File: config.mk
export PLATFORM = sky130hd
export DESIGN_NAME = dbi_tx_arb
export DESIGN_NICKNAME = d
export VERILOG_FILES = /design/src/rtl/dbi_tx_arb.sv
export SDC_FILE = /design/constraint.sdc
export NUM_CORES = 1
export LEC_CHECK = 0
export BUFFER_PORTS_ARGS = -buffer_cell sky130_fd_sc_hd__buf_2
export CORE_MARGIN = 4
export CORE_UTILIZATION = 32
export CTS_BUF_LIST = sky130_fd_sc_hd__clkbuf_16
export CTS_CLUSTER_SIZE = 30
export DETAILED_ROUTE_END_ITERATION = 6
export PLACE_DENSITY_LB_ADDON = 0.08
export SYNTH_ARGS = -nofsm -noshare
export SYNTH_HDL_FRONTEND = slang
export SYNTH_SLANG_ARGS = --single-unit
export TNS_END_PERCENT = 10
File: constraint.sdc
create_clock -name clk -period 2 [get_ports clk]
set_input_delay 0.1 -clock clk [delete_from_list [all_inputs] [get_ports clk]]
set_output_delay 0.1 -clock clk [all_outputs]
set_load 0.05 [all_outputs]
File: src/rtl/dbi_tx_arb.sv
// Two-requester round-robin arbiter for the DBI TX PHY; grants are held for a whole transaction.
// Latency: 1-cycle arbitration in IDLE, then combinational pass-through; backpressure from dtp_tx_rdy_i goes to the owner only.
module dbi_tx_arb #(
  parameter int DBI_IF_D_W = 8,
  parameter int STARVE_CYC = 1024
) (
  input  logic                  clk,
  input  logic                  rst,
  input  logic                  s0_vld_i,
  input  logic                  s0_hrst_i,
  input  logic [DBI_IF_D_W-1:0] s0_cmd_typ_i,
  input  logic [DBI_IF_D_W-1:0] s0_cmd_dat_i,
  input  logic                  s0_last_i,
  input  logic                  s0_no_dat_i,
  output logic                  s0_rdy_o,
  input  logic                  s1_vld_i,
  input  logic                  s1_hrst_i,
  input  logic [DBI_IF_D_W-1:0] s1_cmd_typ_i,
  input  logic [DBI_IF_D_W-1:0] s1_cmd_dat_i,
  input  logic                  s1_last_i,
  input  logic                  s1_no_dat_i,
  output logic                  s1_rdy_o,
  input  logic                  dtp_tx_rdy_i,
  output logic                  dtp_dbi_hrst_o,
  output logic                  dtp_tx_last_o,
  output logic                  dtp_tx_no_dat_o,
  output logic                  dtp_tx_vld_o,
  output logic [DBI_IF_D_W-1:0] dtp_tx_cmd_typ_o,
  output logic [DBI_IF_D_W-1:0] dtp_tx_cmd_dat_o,
  output logic [1:0]            grant_o,
  output logic                  busy_o,
  output logic                  txn_done_o,
  output logic                  starve_o
);

  localparam int CNT_W = $clog2(STARVE_CYC + 1);
  localparam logic [CNT_W-1:0] CNT_MAX = CNT_W'(STARVE_CYC);

  typedef enum logic [1:0] {
    IDLE = 2'd0,
    GNT0 = 2'd1,
    GNT1 = 2'd2
  } state_t;

  state_t           r_state;
  state_t           w_state_nxt;
  logic             r_rr_ptr;
  logic             w_rr_ptr_nxt;
  logic [CNT_W-1:0] r_wait_cnt;
  logic             r_txn_done;
  logic             w_hs;
  logic             w_end;
  logic             w_other_vld;

  always_comb begin
    w_state_nxt      = r_state;
    w_rr_ptr_nxt     = r_rr_ptr;
    w_hs             = 1'b0;
    w_end            = 1'b0;
    w_other_vld      = 1'b0;
    s0_rdy_o         = 1'b0;
    s1_rdy_o         = 1'b0;
    dtp_dbi_hrst_o   = 1'b0;
    dtp_tx_last_o    = 1'b0;
    dtp_tx_no_dat_o  = 1'b0;
    dtp_tx_vld_o     = 1'b0;
    dtp_tx_cmd_typ_o = '0;
    dtp_tx_cmd_dat_o = '0;
    grant_o          = 2'b00;
    busy_o           = 1'b0;
    // Outputs are forced quiet while rst is high, even before the state register clears.
    if (!rst) begin
      case (r_state)
        IDLE: begin
          if (s0_vld_i && s1_vld_i) w_state_nxt = r_rr_ptr ? GNT1 : GNT0;
          else if (s0_vld_i)        w_state_nxt = GNT0;
          else if (s1_vld_i)        w_state_nxt = GNT1;
        end
        GNT0: begin
          grant_o          = 2'b01;
          busy_o           = 1'b1;
          dtp_tx_vld_o     = s0_vld_i;
          dtp_dbi_hrst_o   = s0_hrst_i;
          dtp_tx_last_o    = s0_last_i;
          dtp_tx_no_dat_o  = s0_no_dat_i;
          dtp_tx_cmd_typ_o = s0_cmd_typ_i;
          dtp_tx_cmd_dat_o = s0_cmd_dat_i;
          s0_rdy_o         = dtp_tx_rdy_i;
          w_hs             = s0_vld_i & dtp_tx_rdy_i;
          w_end            = w_hs & (s0_last_i | s0_hrst_i);
          w_other_vld      = s1_vld_i;
          if (w_end) begin
            w_state_nxt  = IDLE;
            w_rr_ptr_nxt = 1'b1;
          end
        end
        GNT1: begin
          grant_o          = 2'b10;
          busy_o           = 1'b1;
          dtp_tx_vld_o     = s1_vld_i;
          dtp_dbi_hrst_o   = s1_hrst_i;
          dtp_tx_last_o    = s1_last_i;
          dtp_tx_no_dat_o  = s1_no_dat_i;
          dtp_tx_cmd_typ_o = s1_cmd_typ_i;
          dtp_tx_cmd_dat_o = s1_cmd_dat_i;
          s1_rdy_o         = dtp_tx_rdy_i;
          w_hs             = s1_vld_i & dtp_tx_rdy_i;
          w_end            = w_hs & (s1_last_i | s1_hrst_i);
          w_other_vld      = s0_vld_i;
          if (w_end) begin
            w_state_nxt  = IDLE;
            w_rr_ptr_nxt = 1'b0;
          end
        end
        default: w_state_nxt = IDLE;
      endcase
    end
  end

  always_ff @(posedge clk) begin
    if (rst) begin
      r_state    <= IDLE;
      r_rr_ptr   <= 1'b0;
      r_wait_cnt <= '0;
      r_txn_done <= 1'b0;
    end else begin
      r_state    <= w_state_nxt;
      r_rr_ptr   <= w_rr_ptr_nxt;
      r_txn_done <= w_end;
      // Clearing on the way to IDLE takes priority over counting the final cycle.
      if (w_state_nxt == IDLE)
        r_wait_cnt <= '0;
      else if (w_other_vld && (r_wait_cnt != CNT_MAX))
        r_wait_cnt <= r_wait_cnt + CNT_W'(1);
    end
  end

  assign txn_done_o = r_txn_done & ~rst;
  assign starve_o   = (r_wait_cnt == CNT_MAX) & ~rst;

endmodule

### Yosys cells after proc, flatten, opt, wreduce, memory -nomap -nowiden

Cells that the tools add are included.

* multiplexer cells: 34
* equality and inequality tests: 6
* reductions and logical operators: 8
* bitwise gates (word level): 9
* $add $sub $neg: 1

Operators with widths (count)
* $pmux 8 s2: 2
* $mux 2: 8
* $mux 8: 2
* $pmux 1 s2: 7
* $mux 1: 13
* $add 11x1->11 const B: 1
* $eq 11x11->1 const B: 1
* $ne 11x11->1 const B: 1
* $and 1x1->1: 6
* $pmux 2 s3: 1
* $logic_not 2->1: 2
* $ne 2x2->1 const B: 2
* $pmux 2 s2: 1
* $reduce_or 2->1: 2
* $reduce_and 3->1: 1
* $eq 2x1->1 const B: 1
* $eq 2x2->1 const B: 1
* $logic_and 1x1->1: 2
* $or 1x1->1: 2
* $reduce_bool 2->1: 1
* $not 1->1: 1

* output and inout port bits: 27
* flip-flop bits (word level): 15

### Longest topological paths before layout

Gate-level depths: netlist of run 1.

* depth in word-level cells: 7
* depth in mapped cells: 8

### Worst setup path before layout of run 1

OpenSTA, ideal clock, no wires.

* path type: register to register
* start point: reg r_state[0]
* end point: reg r_wait_cnt[2]
* slack: -0.041 ns
* arrival: 1.971 ns
* setup time: 0.070 ns
* period minus slack after synthesis: 2.041 ns
* cell stages (with the launch flop): 9
* required time: 1.930 ns
* buffers on the path: 1
* path through: dfxtp_1 > inv_1 > ha_1 > nand2b_1 > buf_2 > inv_1 > nand2_1 > or4_1 > a21oi_1

* word-level cells in the longest chain between the ends: 7

Ends and longest elaborated chain
* start: declaration: line 45 `state_t r_state;`
* start signal: assignment: line 127 `r_state <= w_state_nxt;`
* $mux 2: line 77 `else if (s1_vld_i) w_state_nxt = GNT1;`
* $mux 2: line 76 `else if (s0_vld_i) w_state_nxt = GNT0;`
* $mux 2: line 75 `if (s0_vld_i && s1_vld_i) w_state_nxt = r_rr_ptr ? GNT1 : GNT0;`
* $pmux 2 s3: line 73 `case (r_state)`
* $mux 2: line 72 `if (!rst) begin`
* $logic_not 2->1: line 131 `if (w_state_nxt == IDLE)`
* $reduce_or 2->1 (no source line)
* end signal: assignment: line 134 `r_wait_cnt <= r_wait_cnt + CNT_W'(1);`
* end: declaration: line 49 `logic [CNT_W-1:0] r_wait_cnt;`

Several ways; a longest one is shown, not always the timed one.
A chain may end at the register's enable or synchronous reset.

### Worst setup path after layout of run 1

* start point: reg r_state[0]
* end point: out dtp_tx_cmd_dat_o[6]

* word-level cells in the longest chain between the ends: 3

Ends and longest elaborated chain
* $eq 2x2->1 / $eq 2x1->1 (equally long branches): line 73
* $pmux 8 s2 (*): line 73
* $mux 8 (*): line 72
* end: declaration: line 29 `output logic [DBI_IF_D_W-1:0] dtp_tx_cmd_dat_o,`

Every way passes the cells marked *; elsewhere a longest branch is shown, timed or not.

==> metrics.txt, run 1 <==
netlist area before placement 1201 um2; type of origin of the critical path register; final cell utilization of the core 0.4899; cell area after layout 1699 um2; antenna violations before repair 0; crit path capture type output pin; vias per inst 5.456; via count 1484; Setup Crit Path Kind register to output pin; detailed router's first-iteration violation count 87; worst-case clock buffer depth 2; Placed Area 1594 um2; cell occurring most often along the worst timing path buf_4; worst slew margin relative to its limit 0.6763; ratio of cells with drive above 1 in the final layout 0.3850; period utilisation layout 0.9417; Resized Gates After CTS 0; DIE AREA 4798 um2; placeable core region 3468 um2; number of warnings printed during yosys synthesis 0; largest stage delay on the critical path 0.33 ns; cells traversed along the worst timing path buf_4, ha_1, buf_4, a22oi_1, nor2_1, buf_2; WP buf/inv 3; Unique masters post-synth 37; starting density of the core 0.3463; post-synthesis average cell area 7.507 um2; total of max-cap violations 0; final antenna diode count 0; sequential cell area 300.3 um2; biggest area consumer among synthesized cells dfxtp_1; count of H-tree levels built during CTS 1; sum of negative setup slack 0 ns; clock-pin transition on the worst setup and hold timing paths 0.05 ns; setup repair after global routing missed its margin no; IO Count 70; via count of the first global-routing pass 1387; RD Place Congestion 0.8121; All-Layer GR Usage 0.1631; clock buffer count from CTS 3; power density relative to cell area 630.8 nW/um2; std cell rows 21; required time of the worst setup path 1.90 ns; grt ovf 0; antenna-violating nets left 0; first-pass iteration count of the detailed router 4; run status completed; min cycle time layout 1.883 ns; count of nets after finishing 276; sequential-to-total area share from yosys stat 0.2500; average detailed-routed wire length per instance 14.44 um; final number of setup-violating endpoints 0; Static Leak 0.7364 nW; largest net degree at the start of global routing 25; Achievable Freq 0.5309 GHz; post-CTS repair timing setup buffer count 0; Worst Path Arrival 1.78 ns; Worst Clk Skew 0.001709 ns; cell family with most CP delay buffers and inverters; flip-flop and latch count after synthesis 15; multi-input gate area in the final layout 824.5 um2; first-pass GRT wire length 6596 um; IO buf count 69; leading post-synthesis cells by cell area dfxtp_1, a22oi_1, nor2_1; slew at the pin closest to its max-slew limit 0.4855 ns; critical path's slowest cell dfxtp_1; synthesized instance count 160; crit-path max FO 24; clock latency on the worst-skew pair 0.25 ns; horizontal die dimension 69.27 um; post-synth top area share 0.2500; number of filler cells placed in the layout 354; Routed Wire Length 3929 um; number of clock sinks seen by CTS 15; VDD IR-drop max 0.0004221 V; layout overhead on the synthesized area 41.46%; DP HPWL 3031 um; synthesized netlist net count 209; Hold Vio Cnt, Final 0; CTS tree built; DRC viols 0; Die H 69.27 um; buffer type at the clock tree root clkbuf_16; # hold bufs at CTS 0; fin. max-slew vios 0; class of the tightest hold or removal check primary input to register
==> worst paths after layout <==
kind,from,depth (start not counted),endpoint,slack (ns)
setup / recovery,r_state[0],6,dtp_tx_cmd_dat_o[6],0.12
hold / removal,rst,2,r_rr_ptr,0.19
setup reg to reg,r_state[1],6,r_wait_cnt[8],0.18
hold reg to reg,r_rr_ptr,2,r_rr_ptr,0.47
==> flip-flops by register name, summed over array words and instances (netlist names) <==
signal and count:
r_rr_ptr 1, r_state 2, r_txn_done 1, r_wait_cnt 11
==> stage by stage <==
stage	power, mW	std cells	hold slack [ns]	setup WS (ns)
3_3_place_gp	0.6644	268	0.4480	0.2577
2_1_floorplan	0.5644	160	0.2843	0.01836
3_5_place_dp	0.6738	268	0.4640	0.1943
6_report	1.072	272	0.1891	0.1166
5_1_grt	1.132	272	0.2276	0.01012
4_1_cts	1.076	272	0.1979	0.05676
==> area by class of cell <==
type	count	share of cell area
clock inverter	1	0.002946
inverter	7	0.01767
multi-input combinational	125	0.4853
timing repair buffer	75	0.2393
clock buffer	3	0.04418
sequential	15	0.1767
tap	46	0.03387
==> cells in the mapped netlist <==
| library cell | instances |
|---|---|
| nor2_1 | 29 |
| a22oi_1 | 23 |
| dfxtp_1 | 15 |
| inv_1 | 7 |
| a21oi_1 | 6 |
| ha_1 | 6 |
| nand2_1 | 6 |
| nand3_1 | 6 |
| buf_2 | 5 |
| clkbuf_1 | 5 |
| nor4_1 | 5 |
| o211ai_1 | 5 |
| o21ai_0 | 4 |
| xnor2_1 | 4 |
| nor2b_1 | 3 |
| nor3_1 | 3 |
| xor2_1 | 3 |
| a22o_1 | 2 |
| and3b_1 | 2 |
| buf_1 | 2 |
| nand2b_1 | 2 |
| or4_1 | 2 |
| a311o_1 | 1 |
| and3_2 | 1 |
| and4_4 | 1 |
| and4b_1 | 1 |
| buf_4 | 1 |
| nand4_1 | 1 |
| nand4_2 | 1 |
| nand4b_1 | 1 |
| nor2_2 | 1 |
| o2111ai_1 | 1 |
| o211a_1 | 1 |
| o2bb2ai_1 | 1 |
| o31ai_1 | 1 |
| o41ai_1 | 1 |
| or4b_4 | 1 |
==> power breakdown <==
group          total, mW  leakage [nW]  internal [mW]  switching (mW)
registers          0.309         0.121          0.306         0.00337
clock network      0.397        0.0409          0.268           0.130
logic              0.365         0.574          0.127           0.238
total               1.07         0.736          0.701           0.371
==> placed cells by master (no fill, tap or decap), types with 2 or more instances in the layout <==
cell type  count
xnor2_1        4
or4_1          2
nor4_1         4
clkbuf_4       5
a22o_1         2
a22oi_1       23
a21oi_1        6
inv_1          6
nor3_1         3
o211ai_1       5
dfxtp_1       15
and3b_1        2
clkbuf_16      3
xor2_1         3
buf_4          5
nand2_1        6
nor2_1        29
nand3_1        6
ha_1           6
o21ai_0        4
nor2b_1        3
buf_2         64
==> per-layer routing <==
layer / track usage / wire, um
met5: 0 / 0
met3: 0.04493 / 360
met1: 0.1962 / 1618
met4: 0.09978 / 146
met2: 0.2553 / 1803
==> cells by family (layout without fill, tap and decap cells) <==
logic type      count (synthesis)  in the layout  synth area share
simple gates                   66             66            0.2896
compound gates                 46             46            0.2761
buf+inv                        20             86           0.07084
flops                          15             15            0.2500
xor+xnor                        7              7           0.05104
fa+ha+maj                       6              6           0.06250
Power figures use the tool's default switching activity.
==> run 2, diff against run 1 <==
--- a/config.mk
+++ b/config.mk
@@ -12,6 +12,7 @@
 export CTS_CLUSTER_SIZE = 30
 export DETAILED_ROUTE_END_ITERATION = 6
 export PLACE_DENSITY_LB_ADDON = 0.08
+export RECOVER_POWER = 25
 export SYNTH_ARGS = -nofsm -noshare
 export SYNTH_HDL_FRONTEND = slang
 export SYNTH_SLANG_ARGS = --single-unit
==> constraint.sdc (replaced) <==
create_clock -name clk -period 2 [get_ports clk]
set_input_delay 0.3 -clock clk [delete_from_list [all_inputs] [get_ports clk]]
set_output_delay 0.3 -clock clk [all_outputs]
set_load 0.05 [all_outputs]
==> run 2 against run 1 <==
Compared with the run above: core utilization rose by 2.6 points; final cell count up 0.37%; power increased by 2.4%; worst hold slack improved by 0.20 ns; sequential cell count unchanged; largest power group unchanged.
==> metrics.txt, run 2 (synthesis results as in run 1) <==
ratio of cells with drive above 1 in the final layout 0.3965 (+0.01152); worst slew margin relative to its limit 0.5809 (-0.09545); power density relative to cell area 613.5 nW/um2 (-2.7%); Worst Clk Skew 0.001065 ns (-0.0006448 ns); number of clock sinks seen by CTS 15 (unchanged); Hold Vio Cnt, Final 0 (unchanged); number of filler cells placed in the layout 352 (-0.56%); clock buffer count from CTS 3 (unchanged); type of origin of the critical path register; total of max-cap violations 0 (unchanged); Setup Crit Path Kind register to output pin; sum of negative setup slack 0 ns (unchanged); antenna-violating nets left 0 (unchanged); Placed Area 1598 um2 (+0.24%); share of total power in sequential cells 0.282 (-0.007); sequential cell area 300.3 um2 (unchanged); IO Count 70 (unchanged); clock latency on the worst-skew pair 0.25 ns (about the same); class of the tightest hold or removal check primary input to register; VDD IR-drop max 0.0003596 V (-15%); crit-path max FO 12 (-50%); detailed router's first-iteration violation count 66 (-24%); std cell rows 21 (unchanged); worst-case clock buffer depth 2 (unchanged); most common cell after layout, fill and taps aside buf_2; largest net degree at the start of global routing 25 (unchanged); post-route worst hold slack 0.3924 ns (+0.2033 ns); clock power share 0.360 (-0.011); flip-flop count of the largest register, all copies and words added 11 (unchanged); commonest non-fill, non-tap cells in the layout buf_2, nor2_1, a22oi_1, dfxtp_1, buf_4; first-pass GRT wire length 6651 um (+0.83%); slew at the pin closest to its max-slew limit 0.6314 ns (+0.1459 ns); All-Layer GR Usage 0.1627 (-0.0004037); DRC viols 0 (unchanged); final number of setup-violating endpoints 0 (unchanged); Static Leak 0.7484 nW (+1.6%); Switch Pwr 0.3746 mW (+1.0%); clock-pin transition on the worst setup and hold timing paths 0.05 ns (about the same); post-CTS repair timing setup buffer count 0 (unchanged); required time of the worst setup path 1.70 ns (-0.20 ns); Net Sw Frac 0.3415 (-0.004510); min cycle time layout 1.920 ns (+0.03705 ns); antenna violations before repair 0 (unchanged); DIE AREA 4798 um2 (unchanged); count of nets after finishing 277 (+0.36%); Worst Path Arrival 1.62 ns (-0.16 ns); number of non-filler instances in the completed layout 273 (+0.37%); IO buf count 69 (unchanged); layout overhead on the synthesized area 48.85%; Routed Wire Length 3932 um (about the same); crit path capture type output pin; fin. max-slew vios 0 (unchanged); RD Place Congestion 0.8362 (+3.0%); Logic pwr share 0.358 (+0.018); first-pass iteration count of the detailed router 4 (unchanged); # hold bufs at CTS 0 (unchanged); via count 1438 (-3.1%); period utilisation layout 0.9602 (+0.01852); registers with the most flip-flops r_wait_cnt x11, r_state x2; DP HPWL 3013 um (-0.58%); grt ovf 0 (unchanged); starting density of the core 0.3463 (unchanged); cell area after layout 1788 um2 (+5.2%); via count of the first global-routing pass 1390 (+0.22%); CTS tree built; run status completed; Achievable Freq 0.5207 GHz (-1.9%); Placed Cells 269 (+0.37%); multi-input gate area in the final layout 848.3 um2 (+2.9%); count of H-tree levels built during CTS 1 (unchanged); horizontal die dimension 69.27 um (unchanged); Most flops, register r_wait_cnt; vias per inst 5.267 (-3.5%); internal power 0.7223 mW (+3.1%); placeable core region 3468 um2 (unchanged); buffer type at the clock tree root clkbuf_16; Die H 69.27 um (unchanged); average detailed-routed wire length per instance 14.40 um (-0.29%); final antenna diode count 0 (unchanged)
## run 2: cell count changes in the layout (fill, tap and decap cells not counted), moves of 2 or more
cell,before,now
ha_1,6,3
buf_8,0,2
ha_2,0,2
buf_4,5,12
buf_2,64,50
buf_6,1,5
## run 2: worst paths after layout
| kind | startpoint | endpoint | slack [ns] | cells after the start |
|---|---|---|---|---|
| worst max-delay path | r_state[1] | dtp_tx_cmd_typ_o[7] | 0.08 | 6 |
| worst max register to register | r_state[1] | r_wait_cnt[8] | 0.22 | 6 |
| worst min register to register | r_rr_ptr | r_rr_ptr | 0.47 | 2 |
| worst min-delay path | rst | r_rr_ptr | 0.39 | 2 |
## run 2: layer usage
layer / vias to the layer above / share of wire / wire length [um] / track usage
met5: - / 0 / 0 / 0
li1: 724 / - / - / -
met2: 61 / 0.48 / 1901 / 0.2786
met3: 7 / 0.079 / 309 / 0.04058
met4: 0 / 0.016 / 62 / 0.05857
met1: 646 / 0.42 / 1659 / 0.1951
## run 2: critical path, stage by stage (launching register included)
cell and delay, ns:
dfxtp_1 0.32, inv_1 0.09, ha_4 0.29, nand2b_1 0.10
buf_4 0.20, nor2_1 0.10, buf_2 0.26
## run 2: area by class of cell
type | count | area share
clock buffers | 3 | 0.04199
multi-input cells | 125 | 0.4745
well taps | 46 | 0.03219
flip-flops and latches | 15 | 0.1680
repair buffers | 76 | 0.2659
clock inverters | 1 | 0.002799
inverters | 7 | 0.01470
## run 2: stage by stage
| step | util | setup slack (ns) | power, mW |
|---|---|---|---|
| finish | 0.5155 | 0.07953 | 1.097 |
| global placement | 0.4607 | 0.2621 | 0.6679 |
| CTS | 0.4892 | 0.01767 | 1.082 |
| global route | 0.5155 | -0.03496 | 1.154 |
| detailed placement | 0.4607 | 0.1689 | 0.6762 |
| floorplan | - | -0.1658 | 0.5623 |
## run 2: what timing repair did
| item | in CTS | in global routing |
|---|---|---|
| setup endpoints to repair | 21 | 24 |
| resized for setup | 5 | 38 |
| pin swaps | 0 | 0 |
## run 2: power groups by stage
stage                     clock network (mW)  registers [mW]  logic, mW
after floorplan                            0           0.320      0.242
after global placement                     0           0.315      0.353
after detailed placement                   0           0.315      0.361
after CTS                              0.405           0.309      0.368
after global routing                   0.416           0.310      0.429
final                                  0.395           0.309      0.393
